===== src/rtl/mul_sequencer.sv =====
// mul_sequencer: sequencing controller for the iterative shift-add unsigned
// multiplier behind multu/mfhi/mflo. It decodes the issued instruction,
// launches a WIDTH-step multiply and owns HI/LO. While a multiply is in
// flight, dependent instructions (multu, mfhi, mflo) are interlocked via stall.
// Optional feature macro: MUL_ZERO_BYPASS_EN (a zero operand skips the RUN phase).
module mul_sequencer #(
  parameter int WIDTH = 32,
  parameter int CNT_W = $clog2(WIDTH)
) (
  input  logic             clk,
  input  logic             rst,
  input  logic [31:0]      instr,
  input  logic             instr_valid,
  input  logic [WIDTH-1:0] rs_data,
  input  logic [WIDTH-1:0] rt_data,
  output logic             stall,
  output logic             busy,
  output logic             done,
  output logic [WIDTH-1:0] hi,
  output logic [WIDTH-1:0] lo,
  output logic [WIDTH-1:0] mf_data
);

  typedef enum logic [1:0] {
    IDLE = 2'd0,
    RUN  = 2'd1,
    DONE = 2'd2
  } state_t;

  state_t state, state_next;

  logic [5:0]       op;
  logic [5:0]       funct;
  logic             is_multu;
  logic             is_mfhi;
  logic             is_mflo;
  logic             dep;
  logic             accept;
  logic             zero_skip;
  logic             last_step;
  logic [WIDTH-1:0] mcand;
  logic [2*WIDTH:0] prod;
  logic [WIDTH:0]   upper;
  logic [2*WIDTH:0] prod_next;
  logic [CNT_W-1:0] cnt;
  logic             unused_instr_bits;

  // Register fields between op and funct play no part in this decode.
  assign unused_instr_bits = ^instr[25:6];

  assign op       = instr[31:26];
  assign funct    = instr[5:0];
  assign is_multu = (op == 6'd0) && (funct == 6'd25);
  assign is_mfhi  = (op == 6'd0) && (funct == 6'd16);
  assign is_mflo  = (op == 6'd0) && (funct == 6'd18);
  assign dep      = instr_valid && (is_multu || is_mfhi || is_mflo);

  assign busy   = (state != IDLE);
  assign stall  = dep && busy;
  // stall is always low in IDLE, so any valid multu seen there is accepted.
  assign accept = (state == IDLE) && instr_valid && is_multu;

`ifdef MUL_ZERO_BYPASS_EN
  assign zero_skip = (rs_data == '0) || (rt_data == '0);
`else
  assign zero_skip = 1'b0;
`endif

  assign last_step = (cnt == CNT_W'(WIDTH - 1));

  // Shift-add step: add the multiplicand into the upper half when the current
  // multiplier LSB is set, keeping the carry, then shift the whole product right.
  always_comb begin
    upper     = prod[2*WIDTH:WIDTH] + (prod[0] ? {1'b0, mcand} : '0);
    prod_next = {upper, prod[WIDTH-1:0]} >> 1;
  end

  assign mf_data = is_mfhi ? hi : (is_mflo ? lo : '0);

  // State register.
  always_ff @(posedge clk) begin
    if (rst) state <= IDLE;
    else     state <= state_next;
  end

  // Next-state logic.
  always_comb begin
    state_next = state;
    case (state)
      IDLE:    if (accept) state_next = zero_skip ? DONE : RUN;
      RUN:     if (last_step) state_next = DONE;
      DONE:    state_next = IDLE;
      default: state_next = IDLE;
    endcase
  end

  // Datapath: operand latch, iteration, HI/LO write-back and done pulse.
  always_ff @(posedge clk) begin
    if (rst) begin
      mcand <= '0;
      prod  <= '0;
      cnt   <= '0;
      hi    <= '0;
      lo    <= '0;
      done  <= 1'b0;
    end else begin
      done <= (state == DONE);
      case (state)
        IDLE: begin
          if (accept) begin
            mcand <= rs_data;
            cnt   <= '0;
            prod  <= zero_skip ? '0 : {{(WIDTH+1){1'b0}}, rt_data};
          end
        end
        RUN: begin
          prod <= prod_next;
          cnt  <= cnt + CNT_W'(1);
        end
        DONE: begin
          hi <= prod[2*WIDTH-1:WIDTH];
          lo <= prod[WIDTH-1:0];
        end
        default: ;
      endcase
    end
  end

endmodule

===== config.mk =====
export PLATFORM = sky130hd
export DESIGN_NAME = mul_sequencer
export DESIGN_NICKNAME = d
export VERILOG_FILES = /design/src/rtl/mul_sequencer.sv
export SDC_FILE = /design/constraint.sdc
export NUM_CORES = 1
export LEC_CHECK = 0
export ABC_AREA = 1
export BUFFER_PORTS_ARGS = -buffer_cell sky130_fd_sc_hd__buf_2
export CAP_MARGIN = 20
export CORE_ASPECT_RATIO = 1.2
export CORE_MARGIN = 4
export CORE_UTILIZATION = 57
export CTS_BUF_LIST = sky130_fd_sc_hd__clkbuf_8
export DETAILED_ROUTE_END_ITERATION = 7
export GPL_ROUTABILITY_DRIVEN = 0
export GPL_TIMING_DRIVEN = 0
export PLACE_DENSITY = 0.94
export SYNTH_ARGS = -nofsm -noshare
export SYNTH_HDL_FRONTEND = slang
export SYNTH_SLANG_ARGS = --single-unit

===== constraint.sdc =====
create_clock -name clk -period 3 [get_ports clk]
set_clock_uncertainty 0.15 [all_clocks]
set_input_delay 0.6 -clock clk [delete_from_list [all_inputs] [get_ports clk]]
set_output_delay 0.6 -clock clk [all_outputs]
set_load 0.03 [all_outputs]

After elaboration in Yosys (flattened, before gate mapping)
Index checks and enable logic that the tools add are counted.

Register bits: 169.

Add/sub/neg operators: 2. Equality and inequality tests: 8. Multiplexer cells: 10. Reductions and logical operators: 16.

Operators with widths (number): one-hot mux 65 bit (2 select lines) (1); 2-to-1 mux 32 bit (3); 2-to-1 mux 65 bit (1); adder 33 x 32 -> 33 bit (1); equality test 6 x 5 -> 1 bit (second input constant) (3); one-hot mux 5 bit (2 select lines) (1); logical AND 1 bit (7); logical NOT 6 bit (1); AND reduction 2 bit (3); adder 5 x 1 -> 5 bit (second input constant) (1); equality test 5 bit (second input constant) (1); 2-to-1 mux 5 bit (1); 2-to-1 mux 2 bit (2); != test 2 bit (second input constant) (2); one-hot mux 2 bit (2 select lines) (1); nonzero test 2 bit (2); equality test 2 x 1 -> 1 bit (second input constant) (1); equality test 2 bit (second input constant) (1); logical NOT 2 bit (1); logical OR 1 bit (2).

Logic depth before layout (Yosys ltp)
Gate-level depths: netlist of the first run.

Word-level depth: 6. Gate-level depth with buffers: 18. Mapped depth without buffers: 16.

Worst setup path after synthesis of the first run
Ideal clock, no wire load.

Kind: register to register. From: reg prod[0]. To: reg prod[51]. Library setup time: 0.121 ns. Arrival: 2.202 ns. Data required time: 2.729 ns. Path slack: 0.527 ns. Cell stages (with the launch flop): 18. Path buffers: 2. Clock period less this slack: 2.473 ns. Cells stage by stage: dfxtp_1 > clkbuf_1 > clkbuf_1 > nand2_1 > inv_1 > ha_1 > inv_1 > fa_1 > inv_1 > nand3_1 > nand3_1 > nand2_1 > nand3_1 > nand2_1 > nand2_1 > nand2_1 > nand3_1 > o21ai_0.

Word-level cells in the longest chain between the ends: 3.

RTL lines: from (decl) (line 42) `logic [2*WIDTH:0] prod;`; from (signal assigned) (line 113) `prod <= zero_skip ? '0 : {{(WIDTH+1){1'b0}}, rt_data};`; from (signal assigned) (line 117) `prod <= prod_next;`; 2-to-1 mux 32 bit (line 74) `upper = prod[2*WIDTH:WIDTH] + (prod[0] ? {1'b0, mcand} : '0);`; adder 33 x 32 -> 33 bit (line 74); one-hot mux 65 bit (2 select lines) (line 108) `case (state)`.

No other way between the ends. A chain may end at the register's enable or synchronous reset.

Worst setup path in the final report of the first run
From: in instr[29]. To: out mf_data[0].

Word-level cells in the longest chain between the ends: 4.

RTL lines: from (decl) (line 12) `input logic [31:0] instr,`; logical NOT 6 bit (*) (line 54, 55); logical AND 1 bit (line 55) `assign is_mflo = (op == 6'd0) && (funct == 6'd18);`; 2-to-1 mux 32 bit (line 78) `assign mf_data = is_mfhi ? hi : (is_mflo ? lo : '0);`; 2-to-1 mux 32 bit (*) (line 78); to (decl) (line 21) `output logic [WIDTH-1:0] mf_data`.

Mark *: on every way between the ends. The rest lies on a longest branch, timed or not.

==> metrics.md, run 1 <==
| Metric | Value |
|---|---|
| Clk root buf | clkbuf_8 |
| FF-to-FF Start | prod[0] |
| Clk sink count | 168 |
| DRC | 0 |
| # Post-CTS Setup Buffers | 0 |
| DR iter-0 viols | 1164 |
| Reg-to-reg setup timing slack | 0.24 ns |
| WS Path Type | input pin to primary output |
| Worst path arrival time | 2.18 ns |
| Register area share after synthesis | 35.6% |
| TritonCTS clock tree | done |
| Via-to-Cell Ratio | 5.44 |
| FILL cells | 1333 |
| Overall routing resource usage | 30.1% |
| Tot Pwr | slightly above 4 mW |
| Vias in the first global route | 9930 |
| Cells after DPL | 1912 |
| Max-cap violations | 0 |
| Synth unique cells | 30 |
| Outcome | complete, no violations |
| Wire per inst | 14.8 µm |
| Via Count | roughly 11000 |
| Post-DP Area | 10600 µm² |
| Net Count, Synth | approximately 1700 |
| Core area | approximately 16000 µm² |
| Clock Pin Slew Worst Setup and Hold Paths | 0.10 ns |
| Hold Buf Count CTS | 0 |
| Final max-slew violation count | 0 |
| Width of the chip | 126 µm |
| R2R Path End | prod[63] |
| Fin. Hold Viols | 0 |
| Fin crit period | 2.93 ns |
| IO Count | 198 |
| Post-Layout Inst Area | 11000 µm² |
| Synth Area per Inst | approximately 6.2 µm² |
| Worst setup endpoint | mf_data[0] |
| Later-pin clock latency in the skew report | 0.49 ns |
| Iteration count of the initial detailed-routing pass | 8 |
| Yosys reg bits | around 170 |
| Pwr/cell area | between 300 and 400 nW/µm² |
| Initial Utilization | 58.1% |
| Deepest clock path buffer count | 2 |
| I/O Buffers | 175 |
| # rows | 51 |
| Reg2Reg Depth | 17 |
| GRT overflow | 0 |
| Crit Path Max Fanout | 10 |
| Layout net count | 1852 |
| Warnings from Yosys | 0 |
| Area of the die | 18700 µm² |
| Share of cells above drive strength 1 | approximately 14% |
| Final cell count without fillers | about 1900 |
| Period Utilization, post-route | 97.6% |
| First-pass GRT wire length | about 46000 µm |
| Critical Path RT | 2.25 ns |
| H-tree levels | 4 |
| ANT nets after route | 0 |
| Fmax | 0.342 GHz |
| Worst min-delay path category | input pin to register |
| Relative slew slack | 47.6% |
| # diodes | 0 |
| Die Y | 149 µm |
| Cell area after synthesis | between 9000 and 10000 µm² |
| Post-Synthesis Cells | 1525 |
| Critical Path Start | instr[29] |
| Detailed placer's ending HPWL | between 20000 and 25000 µm |
| Worst hold stages | 3 |
| Area delta synth->final | 16.4% |
| Largest net degree at the start of global routing | 17 |
| Cts bufs inserted | 17 |
| Startpoint Class | input pin |
| Leakage | 6.24 nW |
| Peak supply drop | around 0.26 mV |
| Worst slew pin tran | between 0.7 and 0.8 ns |
| Final setup violation count | 0 |
| Initial antenna violation count | 0 |
| Critical path capture point type | primary output |
| Detailed Route WL | between 20000 and 30000 µm |
[flip-flops by register name, summed over array words and instances (netlist names)]
| signal | cells |
|---|---|
| prod | 64 |
| hi | 32 |
| lo | 32 |
| mcand | 32 |
| cnt | 5 |
| state | 2 |
| done | 1 |
[what timing repair did]
item	CTS	global route
pin swaps	0	0
resized for setup	2	5
endpoints found under the setup margin	14	17
[kinds of logic (layout without fill, tap and decap cells)]
family	Yosys count	after routing	share of synthesized area, %
XOR/XNOR	1	1	0.0926
flip-flops	168	168	35.6
AO/OA/AOI/OAI	220	220	11.8
buffers and inverters	258	464	11.0
adder cells (fa/ha/maj)	35	35	4.71
AND/OR/NAND/NOR	843	843	36.8
[placed cells by master (no fill, tap or decap), drive strengths merged, types with 2 or more instances in the layout]
| master | synthesis | layout |
|---|---|---|
| dfxtp | 168 | 168 |
| nor3 | 7 | 7 |
| o21bai | 3 | 3 |
| o21ai | 130 | 130 |
| or2 | 6 | 6 |
| inv | 182 | 187 |
| clkinvlp | 0 | 6 |
| a21o | 2 | 2 |
| buf | 28 | 202 |
| clkbuf | 47 | 64 |
| clkinv | 1 | 3 |
| ha | 34 | 34 |
| nor2 | 214 | 214 |
| nand3 | 116 | 116 |
| a21oi | 83 | 83 |
| nand4 | 36 | 36 |
| bufinv | 0 | 2 |
| nand2 | 464 | 464 |
[stage by stage]
| stage | setup WS, ns | hold slack [ns] | setup TNS, ns | utilization, % |
|---|---|---|---|---|
| finish | 0.0719 | 0.228 | 0 | 67.6 |
| global placement | -0.164 | 0.284 | -0.961 | 65.1 |
| floorplan | 0.527 | 0.275 | 0 | - |
| global route | -0.0153 | 0.241 | -0.0357 | 67.6 |
| detailed placement | -0.188 | 0.302 | -1.13 | 65.1 |
| CTS | 0.0415 | 0.229 | 0 | 67.6 |
[cells in the mapped netlist]
cell type  instances  area share, %
a21o_1             2           0.16
a21oi_1           83            4.4
buf_1              6           0.24
buf_2             13           0.69
buf_4              3           0.24
buf_6              6           0.71
clkbuf_1          47            1.9
clkinv_1           1          0.040
dfxtp_1          168             36
fa_1               1           0.21
ha_1              34            4.5
inv_1            178            7.1
inv_2              4           0.16
nand2_1          463             18
nand2_4            1           0.12
nand3_1          115            6.1
nand3_4            1           0.19
nand4_1           35            2.3
nand4_4            1           0.22
nor2_1           211            8.4
nor2_2             2           0.13
nor2_8             1           0.21
nor3_1             7           0.37
o211a_1            1           0.11
o21ai_0          121            6.4
o21ai_1            9           0.48
o21bai_1           3           0.24
o22ai_1            1          0.066
or2_2              6           0.40
xor2_1             1          0.093
[layout make-up]
cell class | count | area (µm²) | share of cell area [%]
Multi-Input combinational cell | 1099 | 5060 | 45.9
Sequential cell | 168 | 3370 | 30.6
Timing Repair Buffer | 175 | 876 | 7.96
Inverter | 183 | 687 | 6.24
Buffer | 74 | 357 | 3.24
Tap cell | 212 | 265 | 2.41
Clock buffer | 17 | 234 | 2.13
Clock inverter | 15 | 165 | 1.50
[worst min-delay path by stage]
| stage | slack (ns) | from | end |
|---|---|---|---|
| final | 0.23 | rs_data[19] | mcand[19] |
| after CTS | 0.23 | rs_data[19] | mcand[19] |
| after global placement | 0.28 | cnt[4] | cnt[4] |
| after detailed placement | 0.30 | mcand[29] | mcand[29] |
| after global routing | 0.24 | rs_data[30] | mcand[30] |
| after floorplan | 0.28 | cnt[4] | cnt[4] |
[per-layer routing]
layer,wire (µm),part of all wire (%),vias to the layer above,track usage (%)
met4,1470,5.1,0,16.6
met5,0,0,-,0
met2,14100,49,553,53.2
met1,10800,37,4675,34.4
li1,-,-,5216,-
met3,2470,8.6,123,5.16
[where the power goes]
group / switching, mW / internal [mW]
registers: 0.000161 / 2.23
clock network: 0.907 / 0.752
logic: 0.0959 / 0.0606
[critical path: stages]
cell and delay (ns):
buf_2 0.10, nor2_1 0.10, nand3_1 0.20, nor2_1 0.19
clkbuf_4 0.26, buf_2 0.26, nand3_1 0.15, nand2_1 0.10
buf_2 0.20
Power figures use the tool's default switching activity.
==> run 2, diff against run 1 <==
--- a/config.mk
+++ b/config.mk
@@ -10,12 +10,11 @@
 export CAP_MARGIN = 20
 export CORE_ASPECT_RATIO = 1.2
 export CORE_MARGIN = 4
-export CORE_UTILIZATION = 57
-export CTS_BUF_LIST = sky130_fd_sc_hd__clkbuf_8
+export CORE_UTILIZATION = 56
 export DETAILED_ROUTE_END_ITERATION = 7
 export GPL_ROUTABILITY_DRIVEN = 0
 export GPL_TIMING_DRIVEN = 0
-export PLACE_DENSITY = 0.94
+export PLACE_DENSITY = 0.92
 export SYNTH_ARGS = -nofsm -noshare
 export SYNTH_HDL_FRONTEND = slang
 export SYNTH_SLANG_ARGS = --single-unit
==> run 2 against run 1 <==
Core utilization rose by 0.60 points. Final area rose by 1.7%. Non-clock buffer count did not move. Routed wire length rose by 2.8%. Via count rose by 2.0%. Critical endpoint unchanged.
==> metrics.md, run 2 (synthesis gave the netlist of run 1 again) <==
| Metric | Value |
|---|---|
| Outcome | complete, no violations |
| # rows | 51 (unchanged) |
| Die Y | 150 µm (+0.84%) |
| Sw frac | 24.1% (-0.76 points) |
| Commonest non-fill, non-tap cell in the layout | nand2_1 |
| Sequential Power Share | 48.6% (-6.5 points) |
| Largest register FFs | 64 (unchanged) |
| Largest net degree at the start of global routing | 17 (unchanged) |
| # diodes | 0 (unchanged) |
| Startpoint Class | input pin |
| Share of cells above drive strength 1 | 14.3% (-0.058 points) |
| Initial Utilization | 57.7% (-0.45 points) |
| WS Path Type | input pin to primary output |
| First-pass GRT wire length | 47100 µm (+1.5%) |
| Comb power frac | 3.4% (-0.5 points) |
| Leakage | 6.32 nW (+1.4%) |
| GRT overflow | 0 (unchanged) |
| Final max-slew violation count | 0 (unchanged) |
| Vias in the first global route | 9988 (+0.58%) |
| Peak supply drop | 0.411 mV (+60%) |
| Period Utilization, post-route | 98.4% (+0.80 points) |
| Reg-to-reg setup timing slack | 0.22 ns (-0.02 ns) |
| Iteration count of the initial detailed-routing pass | 7 (-1) |
| Crit-path slowest cell | clkbuf_4 |
| Worst hold stages | 3 (unchanged) |
| Worst slew pin tran | 0.837 ns (+0.0508 ns) |
| Detailed placer's ending HPWL | 22200 µm (+1.4%) |
| Hold Path End | mcand[16] |
| IO Count | 198 (unchanged) |
| Critical path capture point type | primary output |
| Detailed Route WL | 29600 µm (+2.8%) |
| Width of the chip | 127 µm (+0.83%) |
| Power share of the clock group | 47.9% (+6.9 points) |
| Crit-path leading delay family | buffers and inverters |
| Psw | 1.10 mW (+9.9%) |
| TritonCTS clock tree | done |
| Critical path cell sequence | buf_2 -> nor2_1 -> nand3_1 -> nor2_1 -> buf_4 -> clkbuf_4 -> nand3_1 -> nand2_1 -> buf_2 |
| Worst min-delay path category | input pin to register |
| Post-layout util | 68.2% (+0.60 points) |
| I/O Buffers | 175 (unchanged) |
| Via-to-Cell Ratio | 5.55 (+2.0%) |
| Crit Path Max Fanout | 10 (unchanged) |
| Later-pin clock latency in the skew report | 0.44 ns (-0.05 ns) |
| DR iter-0 viols | 1274 (+9.5%) |
| # Post-CTS Setup Buffers | 0 (unchanged) |
| Max-cap violations | 0 (unchanged) |
| Reg2Reg Depth | 16 (-1) |
| H-tree levels | 4 (unchanged) |
| Clk sink count | 168 (unchanged) |
| Overall routing resource usage | 30.3% (+0.21 points) |
| Int Pwr | 3.48 mW (+14%) |
| Clk root buf | clkbuf_16 |
| Area of the die | 19000 µm² (+1.7%) |
| ANT nets after route | 0 (unchanged) |
| Final setup violation count | 0 (unchanged) |
| FF-to-FF Start | prod[0] |
| Cts bufs inserted | 17 (unchanged) |
| Hold Buf Count CTS | 0 (unchanged) |
| Crit-path max cell delay | 0.26 ns (about the same) |
| Most frequent cells in the layout | nand2_1, nor2_1, buf_2 |
| Fin crit period | 2.95 ns (+0.0241 ns) |
| Fmax | 0.339 GHz (-0.81%) |
| Worst Path Buf+Inv | 4 (unchanged) |
| Area delta synth->final | 18.3% |
| HP Start | rs_data[16] |
| Clock Pin Slew Worst Setup and Hold Paths | 0.07 ns (-0.03 ns) |
| Setup TNS | 0 ns (unchanged) |
| Cells after DPL | 1912 (unchanged) |
| Relative slew slack | 44.2% (-3.4 points) |
| DRC | 0 (unchanged) |
| Layout net count | 1852 (unchanged) |
| Pwr/cell area | 409 nW/µm² (+11%) |
| Via Count | 10800 (+2.0%) |
| Tot Pwr | 4.58 mW (+13%) |
| Initial antenna violation count | 0 (unchanged) |
| Core area | 16400 µm² (+0.78%) |
| Final cell count without fillers | 1943 (unchanged) |
| FILL cells | 1376 (+3.2%) |
| Worst path arrival time | 2.20 ns (+0.02 ns) |
| R2R Path End | prod[47] |
| Deepest clock path buffer count | 2 (unchanged) |
| Critical Path RT | 2.25 ns (about the same) |
| Fin. Hold Viols | 0 (unchanged) |
| Wire per inst | 15.3 µm (+2.8%) |
| Biggest register | prod |
-- run 2: stage by stage --
| stage | hold WS (ns) | worst slack [ns] | area [µm²] |
|---|---|---|---|
| after floorplan | 0.275 | 0.527 | 9460 |
| after global placement | 0.284 | -0.193 | 10600 |
| after detailed placement | 0.295 | -0.234 | 10600 |
| after CTS | 0.283 | 0.0201 | 11200 |
| after global routing | 0.301 | -0.00505 | 11200 |
| final | 0.274 | 0.0479 | 11200 |
-- run 2: how the worst max path moves through the flow --
stage / start / end / slack, ns / cells after the start
final: instr[31] / mf_data[0] / 0.05 / 9
after global routing: prod[0] / prod[51] / -0.005 / 16
after CTS: prod[0] / prod[51] / 0.02 / 16
after detailed placement: prod[0] / prod[51] / -0.23 / 17
after global placement: prod[0] / prod[55] / -0.19 / 17
after floorplan: prod[0] / prod[51] / 0.53 / 17
-- run 2: tightest hold or removal path: cells and delay by family --
family | cells | cell delay (ns)
AO/OA/AOI/OAI | 1 | 0.06
buffers and inverters | 1 | 0.09
AND/OR/NAND/NOR | 1 | 0.07
-- run 2: cell type report --
class	count	area, µm²	share of cell area (%)
Buffer	74	359	3.21
Clock buffer	19	443	3.96
Clock inverter	13	139	1.24
Inverter	183	687	6.14
Multi-Input combinational cell	1099	5060	45.2
Sequential cell	168	3370	30.1
Tap cell	212	265	2.37
Timing Repair Buffer	175	876	7.83
-- run 2: per-layer routing --
layer  track usage [%]  routed length (µm)  up-vias
li1                  -                   -     5215
met1              34.7               10900     4827
met2              53.9               14400      605
met3              5.32                2830      130
met4              15.8                1540        0
met5                 0                   0        -
-- run 2: power groups by stage --
stage	registers [mW]	clock network, mW	logic [mW]
2_1_floorplan	2.28	0	0.0734
3_3_place_gp	2.28	0	0.149
3_5_place_dp	2.28	0	0.152
4_1_cts	2.23	2.17	0.154
5_1_grt	2.23	2.27	0.171
6_report	2.23	2.20	0.157
-- run 2: repair_timing --
| item | in CTS | in global routing |
|---|---|---|
| gates resized for setup | 3 | 5 |
| hold endpoints to repair | 0 | 0 |
| endpoints found under the setup margin | 15 | 12 |
==> run 3, diff against run 2 <==
--- a/config.mk
+++ b/config.mk
@@ -12,7 +12,6 @@
 export CORE_MARGIN = 4
 export CORE_UTILIZATION = 56
 export DETAILED_ROUTE_END_ITERATION = 7
-export GPL_ROUTABILITY_DRIVEN = 0
 export GPL_TIMING_DRIVEN = 0
 export PLACE_DENSITY = 0.92
 export SYNTH_ARGS = -nofsm -noshare
==> constraint.sdc (replaced) <==
create_clock -name clk -period 3 [get_ports clk]
set_clock_uncertainty 0.15 [all_clocks]
set_input_delay 0.15 -clock clk [delete_from_list [all_inputs] [get_ports clk]]
set_output_delay 0.15 -clock clk [all_outputs]
set_load 0.03 [all_outputs]
==> run 3 against run 2 <==
Die area did not move. Largest power group is now the clock network. Routed wire length up 2.9%. Combinational power increased by 43%. Critical endpoint is now prod[55].
==> metrics.md, run 3 (synthesis gave the netlist of run 1 again) <==
| Metric | Value |
|---|---|
| Outcome | complete, no violations |
| Deepest clock path buffer count | 2 (unchanged) |
| WS Path Type | register to register |
| DRC | 0 (unchanged) |
| Pre-CTS setup slack | -0.160 ns (+0.0737 ns) |
| Width of the chip | 127 µm (unchanged) |
| Initial antenna violation count | 0 (unchanged) |
| # Post-CTS Setup Buffers | 0 (unchanged) |
| Via-to-Cell Ratio | 5.40 (-2.6%) |
| Psw | 1.08 mW (-1.7%) |
| TritonCTS clock tree | done |
| Initial Utilization | 57.7% (unchanged) |
| Leakage | 6.62 nW (+4.6%) |
| Fin crit period | 2.71 ns (-0.240 ns) |
| Clock Pin Slew Worst Setup and Hold Paths | 0.07 ns (about the same) |
| Cts bufs inserted | 17 (unchanged) |
| Biggest register | prod |
| Int Pwr | 3.66 mW (+5.2%) |
| Fmax | 0.369 GHz (+8.9%) |
| GRT overflow | 0 (unchanged) |
| IO Count | 198 (unchanged) |
| Wire per inst | 15.2 µm (-0.48%) |
| Largest net degree at the start of global routing | 17 (unchanged) |
| Clk sink count | 168 (unchanged) |
| Overall routing resource usage | 31.8% (+1.5 points) |
| Reg-to-reg setup timing slack | 0.29 ns (+0.07 ns) |
| R2R Path End | prod[55] |
| # rows | 51 (unchanged) |
| Commonest non-fill, non-tap cell in the layout | nand2_1 |
| Layout net count | 1917 (+3.5%) |
| Max-cap violations | 0 (unchanged) |
| FILL cells | 1314 (-4.5%) |
| Die Y | 150 µm (unchanged) |
| Final max-slew violation count | 0 (unchanged) |
| Setup TNS | 0 ns (unchanged) |
| Via Count | 10800 (+0.67%) |
| Area of the die | 19000 µm² (unchanged) |
| Worst min-delay path category | input pin to register |
| Area delta synth->final | 25.3% |
| First-pass GRT wire length | 49400 µm (+5.0%) |
| Clk root buf | clkbuf_16 |
| Cells after DPL | 1912 (unchanged) |
| Iteration count of the initial detailed-routing pass | 6 (-1) |
| H-tree levels | 4 (unchanged) |
| ANT nets after route | 0 (unchanged) |
| Crit Path Max Fanout | 10 (unchanged) |
| Final cell count without fillers | 2008 (+3.3%) |
| Period Utilization, post-route | 90.4% (-8.0 points) |
| Power share of the clock group | 48.3% (+0.4 points) |
| I/O Buffers | 175 (unchanged) |
| Pwr/cell area | 400 nW/µm² (-2.2%) |
| Critical path capture point type | register |
| Worst slew pin tran | 1.00 ns (+0.164 ns) |
| Detailed placer's ending HPWL | 22500 µm (+1.2%) |
| Startpoint Class | register |
| Reg2Reg Depth | 16 (unchanged) |
| Worst setup margin | 0.288 ns (+0.240 ns) |
| Share of cells above drive strength 1 | 13.6% (-0.62 points) |
| Sw frac | 22.8% (-1.2 points) |
| Critical Path RT | 3.19 ns (+0.94 ns) |
| Hold Path End | mcand[1] |
| Peak supply drop | 0.404 mV (-1.7%) |
| RSZ-0062 raised after global routing | false |
| Fin. Hold Viols | 0 (unchanged) |
| Post-layout util | 72.3% (+4.0 points) |
| Final weighted congestion in routability-driven placement | 0.949 |
| Most frequent cells in the layout | nand2_1, nor2_1, buf_2 |
| Later-pin clock latency in the skew report | 0.45 ns (about the same) |
| FF-to-FF Start | prod[0] |
| Relative slew slack | 33.0% (-11 points) |
| Detailed Route WL | 30500 µm (+2.9%) |
| Vias in the first global route | 10500 (+5.3%) |
| Sequential Power Share | 47.0% (-1.6 points) |
| Comb power frac | 4.7% (+1.3 points) |
| Final setup violation count | 0 (unchanged) |
| Worst path arrival time | 2.90 ns (+0.70 ns) |
| DR iter-0 viols | 921 (-28%) |
| Worst hold stages | 6 (+3) |
| Core area | 16400 µm² (unchanged) |
| HP Start | instr[5] |
| Largest register FFs | 64 (unchanged) |
==> run 3: changes by cell type in the layout (fill, tap and decap cells not counted), moves of 2 or more <==
cell / previous run / this run
buf_2: 186 / 188
bufinv_16: 1 / 3
clkinv_2: 0 / 2
clkinvlp_4: 5 / 2
dlygate4sd3_1: 0 / 65
inv_6: 1 / 3
inv_8: 4 / 1
==> run 3: worst max-delay path by stage <==
stage                           to    start  cells past startpoint
after floorplan           prod[51]  prod[0]                     17
after global placement    prod[55]  prod[0]                     17
after detailed placement  prod[55]  prod[0]                     17
after CTS                 prod[55]  prod[0]                     16
after global routing      prod[47]  prod[0]                     16
final                     prod[55]  prod[0]                     16
==> run 3: layout make-up <==
cell class / instances / area [µm²] / share of cell area, %
clock buffer: 18 / 429 / 3.62
buffer: 74 / 354 / 2.99
inverter: 183 / 687 / 5.79
multi-input combinational: 1099 / 5050 / 42.6
tap: 212 / 265 / 2.24
clock inverter: 13 / 170 / 1.44
antenna: 1 / 2.50 / 0.0211
sequential: 168 / 3370 / 28.4
timing repair buffer: 240 / 1530 / 12.9
==> run 3: through the flow <==
| step | hold WS (ns) | cell area, µm² | power [mW] |
|---|---|---|---|
| 4_1_cts | 0.0429 | 11800 | 4.72 |
| 5_1_grt | 0.0537 | 11900 | 4.85 |
| 3_3_place_gp | 0.278 | 10600 | 2.43 |
| 2_1_floorplan | 0.168 | 9460 | 2.35 |
| 6_report | 0.0419 | 11900 | 4.74 |
| 3_5_place_dp | 0.282 | 10600 | 2.43 |
==> run 3: per-layer routing <==
layer  track usage, %  part of all wire, %  wire length [µm]
met3             6.92                  8.3              2520
met5                0                    0                 0
met4             17.4                  5.4              1650
met1             35.9                   38             11500
met2             55.9                   49             14900
==> run 3: repair_timing <==
item | in CTS | in global routing
hold endpoints to repair | 68 | 0
setup endpoints to repair | 12 | 9
resized for setup | 1 | 4
hold buffers | 65 | 0
==> run 3: critical path, stage by stage, from the launching register on <==
cell	delay (ns)
dfxtp_4	0.42
clkbuf_4	0.23
nand2_1	0.06
inv_1	0.06
ha_1	0.22
inv_1	0.07
fa_1	0.40
inv_1	0.12
nand3_1	0.07
nand3_1	0.14
nand2_1	0.07
nand2_1	0.16
nand2_1	0.11
nand3_1	0.09
nand2_1	0.05
nand3_1	0.11
nand2_1	0.07
==> run 3: power by group through the flow <==
| stage | Combinational (mW) | Sequential (mW) | Clock, mW |
|---|---|---|---|
| 2_1_floorplan | 0.0734 | 2.28 | 0 |
| 3_3_place_gp | 0.149 | 2.28 | 0 |
| 3_5_place_dp | 0.152 | 2.28 | 0 |
| 4_1_cts | 0.217 | 2.23 | 2.27 |
| 5_1_grt | 0.243 | 2.23 | 2.38 |
| 6_report | 0.225 | 2.23 | 2.29 |
